$ cat config.mk
export PLATFORM = sky130hd
export DESIGN_NAME = hwpe_eai_sequencer
export DESIGN_NICKNAME = d
export VERILOG_FILES = /design/src/rtl/hwpe_eai_pkg.sv /design/src/rtl/hwpe_eai_sequencer.sv
export SDC_FILE = /design/constraint.sdc
export NUM_CORES = 1
export LEC_CHECK = 0
export ABC_CLOCK_PERIOD_IN_PS = 2500
export BUFFER_PORTS_ARGS = -buffer_cell sky130_fd_sc_hd__buf_2
export CAP_MARGIN = 20
export CORE_MARGIN = 8
export CORE_UTILIZATION = 48
export DETAILED_ROUTE_END_ITERATION = 16
export GPL_ROUTABILITY_DRIVEN = 1
export HOLD_SLACK_MARGIN = 0.08
export PLACE_DENSITY_LB_ADDON = 0.3
export SLEW_MARGIN = 20
export SYNTH_ARGS = -nofsm -noshare
export SYNTH_HDL_FRONTEND = slang
export SYNTH_SLANG_ARGS = --single-unit
$ cat constraint.sdc
create_clock -name clk -period 2.5 [get_ports clk]
set_input_delay 0.375 -clock clk [delete_from_list [all_inputs] [get_ports clk]]
set_output_delay 0.375 -clock clk [all_outputs]
set_load 0.01 [all_outputs]
$ cat src/rtl/hwpe_eai_pkg.sv
// Shared definitions for the EAI sequencer: FSM states, instruction record layout
// and error-flag bit positions.
package hwpe_eai_pkg;

    typedef enum logic [2:0] {
        StIdle,
        StFetch,
        StLoad,
        StIssue,
        StWaitRsp,
        StDone
    } state_e;

    localparam int unsigned XD_BIT    = 14;

    localparam int unsigned INSTR_MSB = 95;
    localparam int unsigned RS1_MSB   = 63;
    localparam int unsigned RS2_MSB   = 31;

    localparam int unsigned ERR_RSP   = 0;
    localparam int unsigned ERR_TAG   = 1;

endpackage

$ cat src/rtl/hwpe_eai_sequencer.sv
// EAI initiator: fetches {instr, rs1, rs2} records from instruction SRAM, issues them one
// at a time and stores the response data of xd instructions into the result SRAM.
module hwpe_eai_sequencer
    import hwpe_eai_pkg::*;
#(
    parameter int unsigned IMEM_AW = 12,
    parameter int unsigned RMEM_AW = 12
) (
    input  logic               clk,
    input  logic               rst_n,

    input  logic               start,
    input  logic [IMEM_AW-1:0] instr_base,
    input  logic [15:0]        instr_len,
    input  logic [RMEM_AW-1:0] res_base,
    output logic               busy,
    output logic               done,
    output logic [1:0]         err,
    output logic [15:0]        issued,

    output logic               imem_ren,
    output logic [IMEM_AW-1:0] imem_ra,
    input  logic [95:0]        imem_rd,

    output logic               eai_req_valid,
    input  logic               eai_req_ready,
    output logic [31:0]        eai_req_instr,
    output logic [31:0]        eai_req_rs1,
    output logic [31:0]        eai_req_rs2,
    output logic [1:0]         eai_req_itag,

    input  logic               eai_rsp_valid,
    output logic               eai_rsp_ready,
    input  logic [31:0]        eai_rsp_wdat,
    input  logic [1:0]         eai_rsp_itag,
    input  logic               eai_rsp_err,

    output logic               res_wen,
    output logic [RMEM_AW-1:0] res_wa,
    output logic [31:0]        res_wd
);

    state_e             state_q, state_d;
    logic [IMEM_AW-1:0] iptr_q, iptr_d;
    logic [RMEM_AW-1:0] rptr_q, rptr_d;
    logic [15:0]        len_q, len_d;
    logic [15:0]        issued_q, issued_d;
    logic [1:0]         tag_q, tag_d;
    logic [1:0]         err_q, err_d;
    logic [31:0]        instr_q, instr_d;
    logic [31:0]        rs1_q, rs1_d;
    logic [31:0]        rs2_q, rs2_d;
    logic [1:0]         itag_q, itag_d;
    logic               xd_q, xd_d;
    logic               res_wen_q, res_wen_d;
    logic [RMEM_AW-1:0] res_wa_q, res_wa_d;
    logic [31:0]        res_wd_q, res_wd_d;

    logic [31:0]        rec_instr;

    assign rec_instr = imem_rd[INSTR_MSB -: 32];

    always_comb begin
        state_d   = state_q;
        iptr_d    = iptr_q;
        rptr_d    = rptr_q;
        len_d     = len_q;
        issued_d  = issued_q;
        tag_d     = tag_q;
        err_d     = err_q;
        instr_d   = instr_q;
        rs1_d     = rs1_q;
        rs2_d     = rs2_q;
        itag_d    = itag_q;
        xd_d      = xd_q;
        res_wen_d = 1'b0;
        res_wa_d  = res_wa_q;
        res_wd_d  = res_wd_q;

        unique case (state_q)
            StIdle: begin
                if (start) begin
                    err_d    = '0;
                    issued_d = '0;
                    tag_d    = '0;
                    if (instr_len != 16'd0) begin
                        len_d   = instr_len;
                        rptr_d  = res_base;
                        iptr_d  = instr_base;
                        state_d = StFetch;
                    end else begin
                        state_d = StDone;
                    end
                end
            end
            StFetch: begin
                iptr_d  = iptr_q + IMEM_AW'(1);
                state_d = StLoad;
            end
            StLoad: begin
                instr_d = rec_instr;
                rs1_d   = imem_rd[RS1_MSB -: 32];
                rs2_d   = imem_rd[RS2_MSB -: 32];
                itag_d  = tag_q;
                xd_d    = rec_instr[XD_BIT];
                state_d = StIssue;
            end
            StIssue: begin
                if (eai_req_ready) begin
                    state_d = StWaitRsp;
                end
            end
            StWaitRsp: begin
                if (eai_rsp_valid) begin
                    // Errors are only recorded; the run always continues.
                    if (eai_rsp_err) begin
                        err_d[ERR_RSP] = 1'b1;
                    end
                    if (eai_rsp_itag != itag_q) begin
                        err_d[ERR_TAG] = 1'b1;
                    end
                    issued_d = issued_q + 16'd1;
                    tag_d    = tag_q + 2'd1;
                    if (xd_q) begin
                        res_wen_d = 1'b1;
                        res_wa_d  = rptr_q;
                        res_wd_d  = eai_rsp_wdat;
                        rptr_d    = rptr_q + RMEM_AW'(1);
                    end
                    state_d = (issued_q + 16'd1 == len_q) ? StDone : StFetch;
                end
            end
            StDone: begin
                state_d = StIdle;
            end
            default: begin
                state_d = StIdle;
            end
        endcase
    end

    always_ff @(posedge clk) begin
        if (!rst_n) begin
            state_q   <= StIdle;
            iptr_q    <= '0;
            rptr_q    <= '0;
            len_q     <= '0;
            issued_q  <= '0;
            tag_q     <= '0;
            err_q     <= '0;
            instr_q   <= '0;
            rs1_q     <= '0;
            rs2_q     <= '0;
            itag_q    <= '0;
            xd_q      <= 1'b0;
            res_wen_q <= 1'b0;
            res_wa_q  <= '0;
            res_wd_q  <= '0;
        end else begin
            state_q   <= state_d;
            iptr_q    <= iptr_d;
            rptr_q    <= rptr_d;
            len_q     <= len_d;
            issued_q  <= issued_d;
            tag_q     <= tag_d;
            err_q     <= err_d;
            instr_q   <= instr_d;
            rs1_q     <= rs1_d;
            rs2_q     <= rs2_d;
            itag_q    <= itag_d;
            xd_q      <= xd_d;
            res_wen_q <= res_wen_d;
            res_wa_q  <= res_wa_d;
            res_wd_q  <= res_wd_d;
        end
    end

    assign busy          = (state_q != StIdle);
    assign done          = (state_q == StDone);
    assign err           = err_q;
    assign issued        = issued_q;
    assign imem_ren      = (state_q == StFetch);
    assign imem_ra       = iptr_q;
    assign eai_req_valid = (state_q == StIssue);
    assign eai_req_instr = instr_q;
    assign eai_req_rs1   = rs1_q;
    assign eai_req_rs2   = rs2_q;
    assign eai_req_itag  = itag_q;
    assign eai_rsp_ready = (state_q == StWaitRsp);
    assign res_wen       = res_wen_q;
    assign res_wa        = res_wa_q;
    assign res_wd        = res_wd_q;

endmodule

; ---- Yosys cells after proc, flatten, opt, wreduce, memory -nomap -nowiden
; Index checks and enable logic that the tools add are counted.
[totals]
ff_bits = 207
out_inout_bits = 178
word_cells = 73
[op_classes]
addsub = 4
eq_ne = 14
mux = 25
reduce_logical = 14
[op_table]
columns = op, n
row1 = 2-to-1 mux 12 bit, 6
row2 = case mux 12 bit (2 select lines), 2
row3 = 2-to-1 mux 16 bit, 2
row4 = case mux 16 bit (2 select lines), 1
row5 = "adder 12 x 1 -> 12 bit, second input constant", 2
row6 = AND reduction 3 bit, 6
row7 = "adder 16 x 1 -> 16 bit, second input constant", 1
row8 = equality test 16 bit, 1
row9 = nonzero test 16 bit, 1
row10 = 2-to-1 mux 3 bit, 5
row11 = case mux 3 bit (5 select lines), 1
row12 = "inequality test 2 x 1 -> 1 bit, second input constant", 4
row13 = case mux 2 bit (2 select lines), 2
row14 = AND reduction 4 bit, 2
row15 = "equality test 3 x 2 -> 1 bit, second input constant", 2
row16 = "equality test 3 bit, second input constant", 2
row17 = 2-to-1 mux 2 bit, 3
row18 = "inequality test 2 bit, second input constant", 3
row19 = AND reduction 5 bit, 1
row20 = nonzero test 2 bit, 2
row21 = "equality test 3 x 1 -> 1 bit, second input constant", 1
row22 = zero test 3 bit, 1
row23 = 2-to-1 mux 1 bit, 3
row24 = nonzero test 3 bit, 1
row25 = 2 further kinds, 2

; ---- Longest topological paths before layout
; Gate-level depths: netlist of the first run.
[depth]
ltp_word = 5
mapped_depth = 8
ltp_nobuf = 7

; ---- Worst setup path before layout of the first run
; OpenSTA, ideal clock, no wires.
[synth_timing]
kind = register to register
startpoint = reg issued_q[0] (netlist: issued[0])
endpoint = reg state_q[2]
setup_time_ps = 96
arrival_ps = 2022
path_slack_ps = 382
path_stages_with_launch = 9
path_buffers = 1
synth_period_minus_slack_ps = 2118
cell_sequence = dfxtp_1 -> ha_1 -> nand3_2 -> nor2_4 -> and3_1 -> buf_4 -> xnor2_1 -> or4_1 -> o41ai_2
[synth_between]
elab_chain_len = 5
[synth_lines]
columns = item, line
row1 = "start, declared", hwpe_eai_sequencer.sv:47  ; logic [15:0] issued_q, issued_d;
row2 = "start signal, assigned", hwpe_eai_sequencer.sv:164  ; issued_q <= issued_d;
row3 = adder 16 x 1 -> 16 bit, hwpe_eai_sequencer.sv:130  ; state_d = (issued_q + 16'd1 == len_q) ? StDone : StFetch;
row4 = equality test 16 bit, hwpe_eai_sequencer.sv:130
row5 = 2-to-1 mux 3 bit, hwpe_eai_sequencer.sv:130
row6 = 2-to-1 mux 3 bit, hwpe_eai_sequencer.sv:114  ; if (eai_rsp_valid) begin
row7 = case mux 3 bit (5 select lines), hwpe_eai_sequencer.sv:80  ; unique case (state_q)
row8 = "end signal, assigned", hwpe_eai_sequencer.sv:144  ; state_q <= StIdle;
row9 = "end signal, assigned", hwpe_eai_sequencer.sv:160  ; state_q <= state_d;
row10 = "end, declared", hwpe_eai_sequencer.sv:43  ; state_e state_q, state_d;
; Every way passes these cells. The select of a mux whose other input is x is not followed.
; A chain may end at the register's enable or synchronous reset.

; ---- Worst setup path after layout of the first run
[layout_timing]
startpoint = reg state_q[0]
endpoint = out eai_rsp_ready
[layout_between]
elab_chain_len = 1
[layout_lines]
columns = item, line
row1 = equality test 3 bit, hwpe_eai_sequencer.sv:189  ; assign eai_rsp_ready = (state_q == StWaitRsp);
row2 = "end, declared", hwpe_eai_sequencer.sv:33  ; output logic eai_rsp_ready,
; Every way passes these cells.

==> impl_metrics.py, run 1 <==
metrics = {
    "status": {
        "status": "finished clean",
    },
    "worst_setup_path": {
        "path_class": "register to output pin",
        "start_kind": "register",
        "cp_slowest_cell": "dfxtp_1",
        "end_kind": "output pin",
        "r2r-end": "state_q[2]$_SDFFE_PN0P_",
        "reg2regPathDepth": 7,
        "r2r_slack_ns": 0.34,
        "cp.arrival_ns": 1.87,
        "worstPathMaxFanout": 15,
        "r2r-start": "issued[1]$_SDFFE_PN0P_",
        "critical_path_buf_inv_count": 3,
        "path_cells": "or3b_1, inv_1, buf_4, buf_2",
        "max_stage_delay_ns": 0.46,
        "crit_family": "buffers and inverters",
        "cp.required_ns": 2.12,
    },
    "sta": {
        "clock_skew_ns": 0.00568,
        "slew_headroom_pct": 47.5,
        "period_needed_ns": 2.25,
        "slew_viol_final": 0,
        "layout_setup_ws_ns": 0.253,
        "fin_crit_sh_pct": 89.9,
        "worst_pin_slew_ns": 0.785,
        "rsz0062_at_grt": "no",
        "fmax_ghz": 0.445,
        "setup_viol": 0,
        "tns_ns": 0,
        "finalHoldViolCount": 0,
    },
    "clocking": {
        "cts_buffer_depth": 3,
        "htreeDepth": 1,
        "clock_latency_ns": 0.50,
        "path_clk_slew_ns": 0.06,
        "cts_tree": "built",
        "cts_num_sinks": 206,
        "cts_hold_buf": 0,
        "cts_made_buffers": 23,
        "cts_root_buf": "clkbuf_16",
        "post_cts_buffers": 0,
    },
    "yosys": {
        "synth_top_family_by_area": "simple AND/OR/NAND/NOR gates",
        "yosys-mux-area-fraction_pct": 0.134,
        "ys_ff_latch": 206,
        "synth_xor_area_share_pct": 2.50,
        "synth_top_area_share_pct": 49.0,
        "mappedNetlistNets": 1265,
        "ys_seq_area_share_pct": 49.0,
        "synth_cells": 1086,
        "yosys_warnings": 0,
        "synth-compound-area-share_pct": 18.3,
        "syn_area_sq_um": 8410,
        "synth-simple-area-share_pct": 25.3,
        "synth_area_leader_cell": "dfxtp_1",
        "async_flop_share_pct": 0,
        "synth_flop_cell": "dfxtp_1",
        "synth.top_cells.by_count": "346 x nand2_1, 206 x dfxtp_1, 201 x a21oi_1",
        "synth_edf_count": 0,
        "synth_area_leaders": "dfxtp_1 49%, nand2_1 15%, a21oi_1 12%",
        "yosysUniqueCellTypes": 59,
        "synth_most_common_cell": "nand2_1",
        "syn_area_per_cell_sq_um": 7.75,
        "synth-adder-area-share_pct": 0.446,
    },
    "route": {
        "wl_per_cell_um": 17.0,
        "postRouteAntennaNets": 0,
        "postRouteWirelength_um": 28000,
        "drt_iter0_markers": 533,
        "drc": 0,
        "dr.pass1.iters": 4,
        "num_vias": 8596,
        "vias_per_cell": 5.21,
    },
    "die": {
        "die_x_um": 148,
        "dieArea_sq_um": 22000,
        "die_h_um": 148,
        "ioPinCount": 354,
        "initial_core_util_pct": 48.8,
        "coreArea_sq_um": 17200,
        "row_count": 48,
    },
    "global_route": {
        "grt_pass1_vias": 8263,
        "grtUsageTotal_pct": 24.0,
        "grt_max_degree": 74,
        "grt_overflow_total": 0,
        "antenna_found_initial": 6,
        "grt_pass1_wl_um": 43200,
    },
    "layout": {
        "syn2layout_area_growth_pct": 32.1,
        "drive_gt1_share_pct": 30.4,
        "seqCellArea_sq_um": 4130,
        "multi_input_area_sq_um": 3950,
        "nNetsFinal": 1589,
        "fillers": 1540,
    },
    "placed_design": {
        "place_hpwl_um": 20300,
        "place_ws_ns": 0.140,
        "io_buffers": 353,
        "globalplace.congestion": 0.846,
    },
    "min_path": {
        "hold_start": "eai_rsp_wdat[30]",
        "holdPathEnd": "res_wd[30]$_SDFFE_PN0P_",
        "worstHoldPathCells": 3,
        "hold_path_class": "input port to register",
    },
    "power": {
        "ir_drop_mv": 0.549,
        "p_leak_nw": 4.92,
        "p_per_area_nw_per_um2": 695,
    },
    "job": {
        "max_cap_violations": 0,
    },
}
==> how the worst max path moves through the flow <==
stage	from	endpoint	slack, ns	cells after the start
after CTS	state_q[2]$_SDFFE_PN0P_	eai_rsp_ready	0.1	4
after global routing	state_q[0]$_SDFFE_PN0P_	eai_rsp_ready	0.14	4
final	state_q[0]$_SDFFE_PN0P_	eai_rsp_ready	0.25	4
after detailed placement	instr_len[10]	rptr_q[3]$_SDFFE_PN0P_	0.14	6
after global placement	instr_len[10]	imem_ra[3]$_SDFFE_PN0P_	0.20	6
after floorplan	issued[0]$_SDFFE_PN0P_	state_q[2]$_SDFFE_PN0P_	0.38	8
==> flip-flops by register name, summed over array words and instances (netlist names) <==
signal / cells
eai_req_itag: 2
res_wen: 1
err: 2
issued: 16
len_q: 16
eai_req_instr: 32
res_wd: 32
res_wa: 12
imem_ra: 12
tag_q: 2
rptr_q: 12
eai_req_rs1: 32
state_q: 3
eai_req_rs2: 32
==> layout make-up <==
| cell class | instances | area share (%) |
|---|---|---|
| diodes | 5 | 0.113 |
| multi-input cells | 794 | 35.5 |
| clock inverters | 4 | 0.439 |
| inverters | 6 | 0.248 |
| well taps | 225 | 2.53 |
| flip-flops and latches | 206 | 37.1 |
| clock buffers | 32 | 5.84 |
| repair buffers | 379 | 18.2 |
==> through the flow <==
| stage | area, sq um | total power, mW | hold WS, ns | cells | util (%) |
|---|---|---|---|---|---|
| 2_1_floorplan | 8410 | 4.15 | 0.436 | 1086 | - |
| 3_3_place_gp | 10400 | 4.57 | 0.438 | 1610 | 60.4 |
| 3_5_place_dp | 10400 | 4.59 | 0.443 | 1610 | 60.4 |
| 4_1_cts | 11100 | 7.78 | 0.0902 | 1646 | 64.4 |
| 5_1_grt | 11100 | 8.04 | 0.0895 | 1651 | 64.5 |
| 6_report | 11100 | 7.72 | 0.102 | 1651 | 64.5 |
==> placed cells by master (no fill, tap or decap), types with 6 or more instances in the layout <==
cell       Yosys  layout
a211oi_1      11      11
a21oi_1      201     201
a22oi_1        6       6
and3_1        10      10
and4_1         6       6
buf_2         11     353
buf_4          4      21
clkbuf_16      0      23
dfxtp_1      206     205
nand2_1      346     346
nand3_1       19      19
nor2_1        48      48
nor3_1        17      17
o21ai_0       35      35
xnor2_1       16      16
xor2_1         8       8
==> worst reg2reg max path, cell delays in order, from the launching register on <==
cell and delay (ns):
dfxtp_1 0.34, ha_1 0.26, nand3_2 0.14, nor2_4 0.17, and3_1 0.30, xnor2_1 0.13, or4_1 0.42, o41ai_2 0.31
==> metal layers <==
layer  global-route usage (%)  up-vias  part of all wire [%]
met5                        0        -                 0.043
met4                     7.70        2                   2.7
met3                     9.39       55                    10
met2                     41.3      301                    49
met1                     26.7     3927                    38
li1                         -     4311                     -
==> kinds of logic (layout without fill, tap and decap cells) <==
group / count (synthesis) / after routing
other: 0 / 5
and+or+nand+nor: 490 / 490
AOI/OAI and AO/OA: 276 / 276
DFF: 206 / 206
muxes: 1 / 1
adders and majority gates: 3 / 3
buffers and inverters: 86 / 421
xor gates and xnor gates: 24 / 24
==> repair_timing <==
item	in CTS	in global routing
setup endpoints to repair	0	2
hold endpoints to repair	0	0
resized for setup	0	1
==> where the power goes <==
group          internal [mW]  leakage [nW]  total, mW  switching, mW
registers               3.44          1.67       3.57          0.124
clock network           1.89         0.345       3.20           1.30
logic                  0.400          2.90      0.959          0.559
No activity file was read; power rests on OpenSTA's default activity.
==> run 2, diff against run 1 <==
--- a/config.mk
+++ b/config.mk
@@ -15,3 +15,3 @@
 export HOLD_SLACK_MARGIN = 0.08
-export PLACE_DENSITY_LB_ADDON = 0.3
+export PLACE_DENSITY = 0.79
 export SLEW_MARGIN = 20
==> constraint.sdc (replaced) <==
create_clock -name clk -period 2.5 [get_ports clk]
set_input_delay 0.5 -clock clk [delete_from_list [all_inputs] [get_ports clk]]
set_output_delay 0.5 -clock clk [all_outputs]
set_load 0.01 [all_outputs]
==> impl_metrics.py, run 2 (synthesized netlist as in run 1, its figures left out) <==
metrics = {
    "layout": {
        "final_cell_mix": "353 x buf_2, 346 x nand2_1, 205 x dfxtp_1",
        "nNetsFinal": 1591,
        "drive_gt1_share_pct": 30.3,
        "multi_input_area_sq_um": 3940,
        "finalNonFillerCells": 1657,
        "final_common_cell": "buf_2",
        "final_area_sq_um": 11100,
        "syn2layout_area_growth_pct": 32.0,
        "seqCellArea_sq_um": 4130,
        "fillers": 1515,
    },
    "clocking": {
        "post_cts_buffers": 0,
        "clock_latency_ns": 0.50,
        "cts_tree": "built",
        "cts_made_buffers": 23,
        "cts_buffer_depth": 3,
        "cts_num_sinks": 206,
        "htreeDepth": 1,
        "cts_hold_buf": 0,
        "cts_root_buf": "clkbuf_16",
        "ctsResizeCount": 1,
        "path_clk_slew_ns": 0.07,
    },
    "sta": {
        "finalHoldViolCount": 0,
        "fmax_ghz": 0.425,
        "tns_ns": 0,
        "fin_crit_sh_pct": 94.1,
        "slew_viol_final": 0,
        "setup_viol": 0,
        "clock_skew_ns": 0.0177,
        "slew_headroom_pct": 52.1,
        "rsz0062_at_grt": "no",
        "period_needed_ns": 2.35,
        "worst_pin_slew_ns": 0.716,
    },
    "min_path": {
        "hold_path_class": "input port to register",
    },
    "worst_setup_path": {
        "worstPathMaxFanout": 15,
        "r2r_slack_ns": 0.40,
        "max_stage_delay_ns": 0.46,
        "start_kind": "register",
        "r2r-end": "state_q[2]$_SDFFE_PN0P_",
        "path_cells": "or3b_1, inv_1, buf_4, buf_2",
        "cp.required_ns": 2.00,
        "cp_slowest_cell": "dfxtp_1",
        "reg2regPathDepth": 6,
        "cp-endpoint": "eai_rsp_ready",
        "end_kind": "output pin",
        "cp.arrival_ns": 1.85,
        "r2r-start": "issued[2]$_SDFFE_PN0P_",
        "critical_path.startpoint": "state_q[0]$_SDFFE_PN0P_",
        "path_class": "register to output pin",
    },
    "status": {
        "status": "finished clean",
    },
    "global_route": {
        "grt_max_degree": 99,
        "grt_pass1_wl_um": 43200,
        "grt_overflow_total": 0,
        "antenna_found_initial": 8,
        "met2_usage_pct": 40.7,
        "grt_pass1_vias": 8351,
        "grt_use_met1_pct": 25.9,
        "grtUsageTotal_pct": 24.0,
        "grt_busiest_layer": "met2",
        "met3_usage_pct": 8.90,
    },
    "placed_design": {
        "dpl-instance-area_sq_um": 10400,
        "globalplace.congestion": 0.845,
        "dp.cells": 1612,
        "io_buffers": 353,
        "place_hpwl_um": 20500,
    },
    "power": {
        "p_leak_nw": 4.91,
        "ir_drop_mv": 0.492,
        "p_per_area_nw_per_um2": 684,
    },
    "die": {
        "die_x_um": 148,
        "ioPinCount": 354,
        "initial_core_util_pct": 48.8,
        "row_count": 48,
        "coreArea_sq_um": 17200,
        "die_h_um": 148,
        "dieArea_sq_um": 22000,
    },
    "job": {
        "max_cap_violations": 0,
    },
    "route": {
        "drt_iter0_markers": 513,
        "postRouteAntennaNets": 0,
        "wl_per_cell_um": 17.1,
        "num_vias": 8704,
        "vias_per_cell": 5.25,
        "postRouteWirelength_um": 28300,
        "drc": 0,
        "dr.pass1.iters": 5,
    },
}
[run 2: cell types whose count changed in the layout (fill, tap and decap cells not counted), sizes merged]
cell    before  now
diode        5    8
inv          7    6
bufinv       1    0
buf        379  381
clkbuf      32   34
clkinv       2    3
[run 2: layout make-up]
cell class,count,share of cell area [%]
Sequential cell,206,37.1
Multi-Input combinational cell,794,35.5
Timing Repair Buffer,381,18.4
Clock buffer,34,5.91
Tap cell,225,2.53
Inverter,6,0.248
Antenna cell,8,0.180
Clock inverter,3,0.135
[run 2: power by group]
| part | switching, mW | internal (mW) |
|---|---|---|
| sequential | 0.125 | 3.44 |
| combinational | 0.558 | 0.397 |
| clock | 1.27 | 1.80 |
[run 2: worst max-delay path: cells and delay by family, from the launching register on]
kind	cells	cell delay [ns]
DFF	1	0.46
and+or+nand+nor	1	0.45
buffers and inverters	3	0.45
[run 2: how the worst min path moves through the flow]
stage	from	to	cells past startpoint
2_1_floorplan	tag_q[1]$_SDFFE_PN0P_	eai_req_itag[1]$_SDFFE_PN0P_	2
3_3_place_gp	eai_req_rs1[6]$_SDFFE_PN0P_	eai_req_rs1[6]$_SDFFE_PN0P_	2
3_5_place_dp	eai_req_rs2[20]$_SDFFE_PN0P_	eai_req_rs2[20]$_SDFFE_PN0P_	2
4_1_cts	imem_rd[32]	eai_req_rs1[0]$_SDFFE_PN0P_	3
5_1_grt	imem_rd[53]	eai_req_rs1[21]$_SDFFE_PN0P_	3
6_report	eai_rsp_wdat[28]	res_wd[28]$_SDFFE_PN0P_	3
[run 2: through the flow]
stage          util, %  hold slack, ns  total power [mW]  setup WS [ns]
2_1_floorplan        -           0.436              4.15          0.296
3_3_place_gp      60.4           0.438              4.56        -0.0124
3_5_place_dp      60.4           0.443              4.59        -0.0278
4_1_cts           64.3           0.218              7.67          0.131
5_1_grt           64.5           0.229              7.91         0.0548
6_report          64.5           0.239              7.59          0.148
[run 2: metal layers]
metal | up-vias | share of wire [%]
li1 | 4306 | -
met1 | 3999 | 37
met2 | 338 | 51
met3 | 61 | 9.3
met4 | 0 | 3.0
met5 | - | 0
==> run 3, diff against run 2 <==
CELL_PAD_IN_SITES_DETAIL_PLACEMENT = 0   (was unset)
CELL_PAD_IN_SITES_GLOBAL_PLACEMENT = 1   (was unset)
CORE_UTILIZATION = 33   (was 48)
PLACE_DENSITY = 0.78   (was 0.79)
==> impl_metrics.py, run 3 (synthesized netlist as in run 1, its figures left out) <==
metrics = {
    "die": {
        "coreArea_sq_um": 25100,
        "initial_core_util_pct": 33.5,
        "die_h_um": 176,
        "ioPinCount": 354,
        "row_count": 58,
        "dieArea_sq_um": 30900,
        "die_x_um": 176,
    },
    "layout": {
        "final_cell_mix": "353 x buf_2, 345 x nand2_1, 204 x dfxtp_1",
        "seqCellArea_sq_um": 4130,
        "nNetsFinal": 1595,
        "drive_gt1_share_pct": 31.2,
        "multi_input_area_sq_um": 3950,
        "syn2layout_area_growth_pct": 36.2,
        "fillers": 2628,
        "final_common_cell": "buf_2",
    },
    "clocking": {
        "cts_tree": "built",
        "clock_latency_ns": 0.52,
        "cts_root_buf": "clkbuf_16",
        "post_cts_buffers": 0,
        "htreeDepth": 1,
        "path_clk_slew_ns": 0.06,
        "cts_made_buffers": 24,
        "cts_num_sinks": 206,
        "cts_buffer_depth": 3,
    },
    "worst_setup_path": {
        "end_kind": "output pin",
        "path_class": "register to output pin",
        "cp.arrival_ns": 1.86,
        "max_stage_delay_ns": 0.45,
        "path_cells": "or3b_1, inv_1, buf_4, buf_2",
        "worstPathMaxFanout": 15,
        "start_kind": "register",
        "cp.required_ns": 2.00,
        "cp_slowest_cell": "dfxtp_1",
    },
    "placed_design": {
        "globalplace.congestion": 0.788,
        "place_ws_ns": 0.0374,
        "io_buffers": 353,
        "place_hpwl_um": 21800,
    },
    "sta": {
        "setup_viol": 0,
        "clock_skew_ns": 0.0198,
        "slew_viol_final": 0,
        "tns_ns": 0,
        "fin_crit_sh_pct": 94.3,
        "slew_headroom_pct": 60.8,
        "worst_pin_slew_ns": 0.588,
        "period_needed_ns": 2.36,
        "layout_setup_ws_ns": 0.143,
        "rsz0062_at_grt": "no",
        "finalHoldViolCount": 0,
        "fmax_ghz": 0.424,
    },
    "power": {
        "switchingPower_mw": 2.08,
        "combinationalPowerShare_pct": 11.6,
        "p_int_mw": 6.25,
        "seqPwrFrac_pct": 42.8,
        "ir_drop_mv": 0.566,
        "p_leak_nw": 5.03,
        "power_mw": 8.34,
        "p_per_area_nw_per_um2": 728,
        "clkPwrFrac_pct": 45.6,
        "p_sw_share_pct": 25.0,
    },
    "global_route": {
        "grt_busiest_layer": "met2",
        "grt_pass1_vias": 8221,
        "met2_usage_pct": 31.1,
        "grt_use_met1_pct": 20.8,
        "met3_usage_pct": 7.95,
        "grt_overflow_total": 0,
        "grtUsageTotal_pct": 18.4,
        "antenna_found_initial": 2,
        "grt_pass1_wl_um": 46200,
        "grt_max_degree": 99,
    },
    "route": {
        "postRouteWirelength_um": 29900,
        "dr.pass1.iters": 5,
        "num_vias": 8502,
        "drc": 0,
        "postRouteAntennaNets": 0,
        "wl_per_cell_um": 16.9,
        "vias_per_cell": 4.82,
        "drt_iter0_markers": 607,
    },
    "status": {
        "status": "finished clean",
    },
    "min_path": {
        "hold_path_class": "input port to register",
    },
    "job": {
        "max_cap_violations": 0,
    },
}
[run 3: per-stage QoR]
| stage | utilization (%) | hold slack (ns) | cells | area, sq um |
|---|---|---|---|---|
| final | 45.6 | 0.216 | 1764 | 11500 |
| after global routing | 45.6 | 0.192 | 1764 | 11500 |
| after CTS | 45.6 | 0.189 | 1763 | 11500 |
| after detailed placement | 42.2 | 0.443 | 1720 | 10600 |
| after global placement | 42.2 | 0.438 | 1720 | 10600 |
| after floorplan | - | 0.436 | 1086 | 8410 |
[run 3: final cells by class]
cell class                      count  share of cell area [%]
Clock inverter                      8                    1.24
Inverter                            6                   0.240
Clock buffer                       35                    6.31
Timing Repair Buffer              384                    18.1
Multi-Input combinational cell    794                    34.5
Antenna cell                        1                  0.0218
Sequential cell                   206                    36.0
Tap cell                          330                    3.60
[run 3: final timing paths]
check	end	cells after the start	from	slack (ns)
worst max-delay path	eai_rsp_ready	4	state_q[1]$_SDFFE_PN0P_	0.14
worst min-delay path	eai_req_instr[18]$_SDFFE_PN0P_	3	imem_rd[82]	0.22
worst max register to register	state_q[2]$_SDFFE_PN0P_	7	issued[0]$_SDFFE_PN0P_	0.26
worst min register to register	eai_req_rs1[8]$_SDFFE_PN0P_	2	eai_req_rs1[8]$_SDFFE_PN0P_	0.45
[run 3: per-layer routing]
| metal | wire length [um] | part of all wire [%] |
|---|---|---|
| met3 | 3050 | 10 |
| met2 | 14500 | 48 |
| met1 | 11800 | 39 |
| met5 | 8 | 0.027 |
| met4 | 583 | 2.0 |
[run 3: timing repair]
item                       in CTS  in global routing
hold endpoints to repair        0                  0
hold buffers                    0                  0
pin swaps                       0                  0
cloned                          0                  0
setup endpoints to repair       1                  1
resized for setup               1                  1
[run 3: critical path: cells and delay by family (launching register included)]
family	cells	cell delay (ns)
DFF	1	0.45
and+or+nand+nor	1	0.45
buffers and inverters	3	0.44
[run 3: power by group through the flow]
stage / Clock, mW / Combinational (mW) / Sequential [mW]
6_report: 3.80 / 0.967 / 3.57
2_1_floorplan: 0 / 0.486 / 3.66
3_3_place_gp: 0 / 0.973 / 3.63
4_1_cts: 3.92 / 0.983 / 3.56
5_1_grt: 4.05 / 1.08 / 3.59
3_5_place_dp: 0 / 0.979 / 3.64
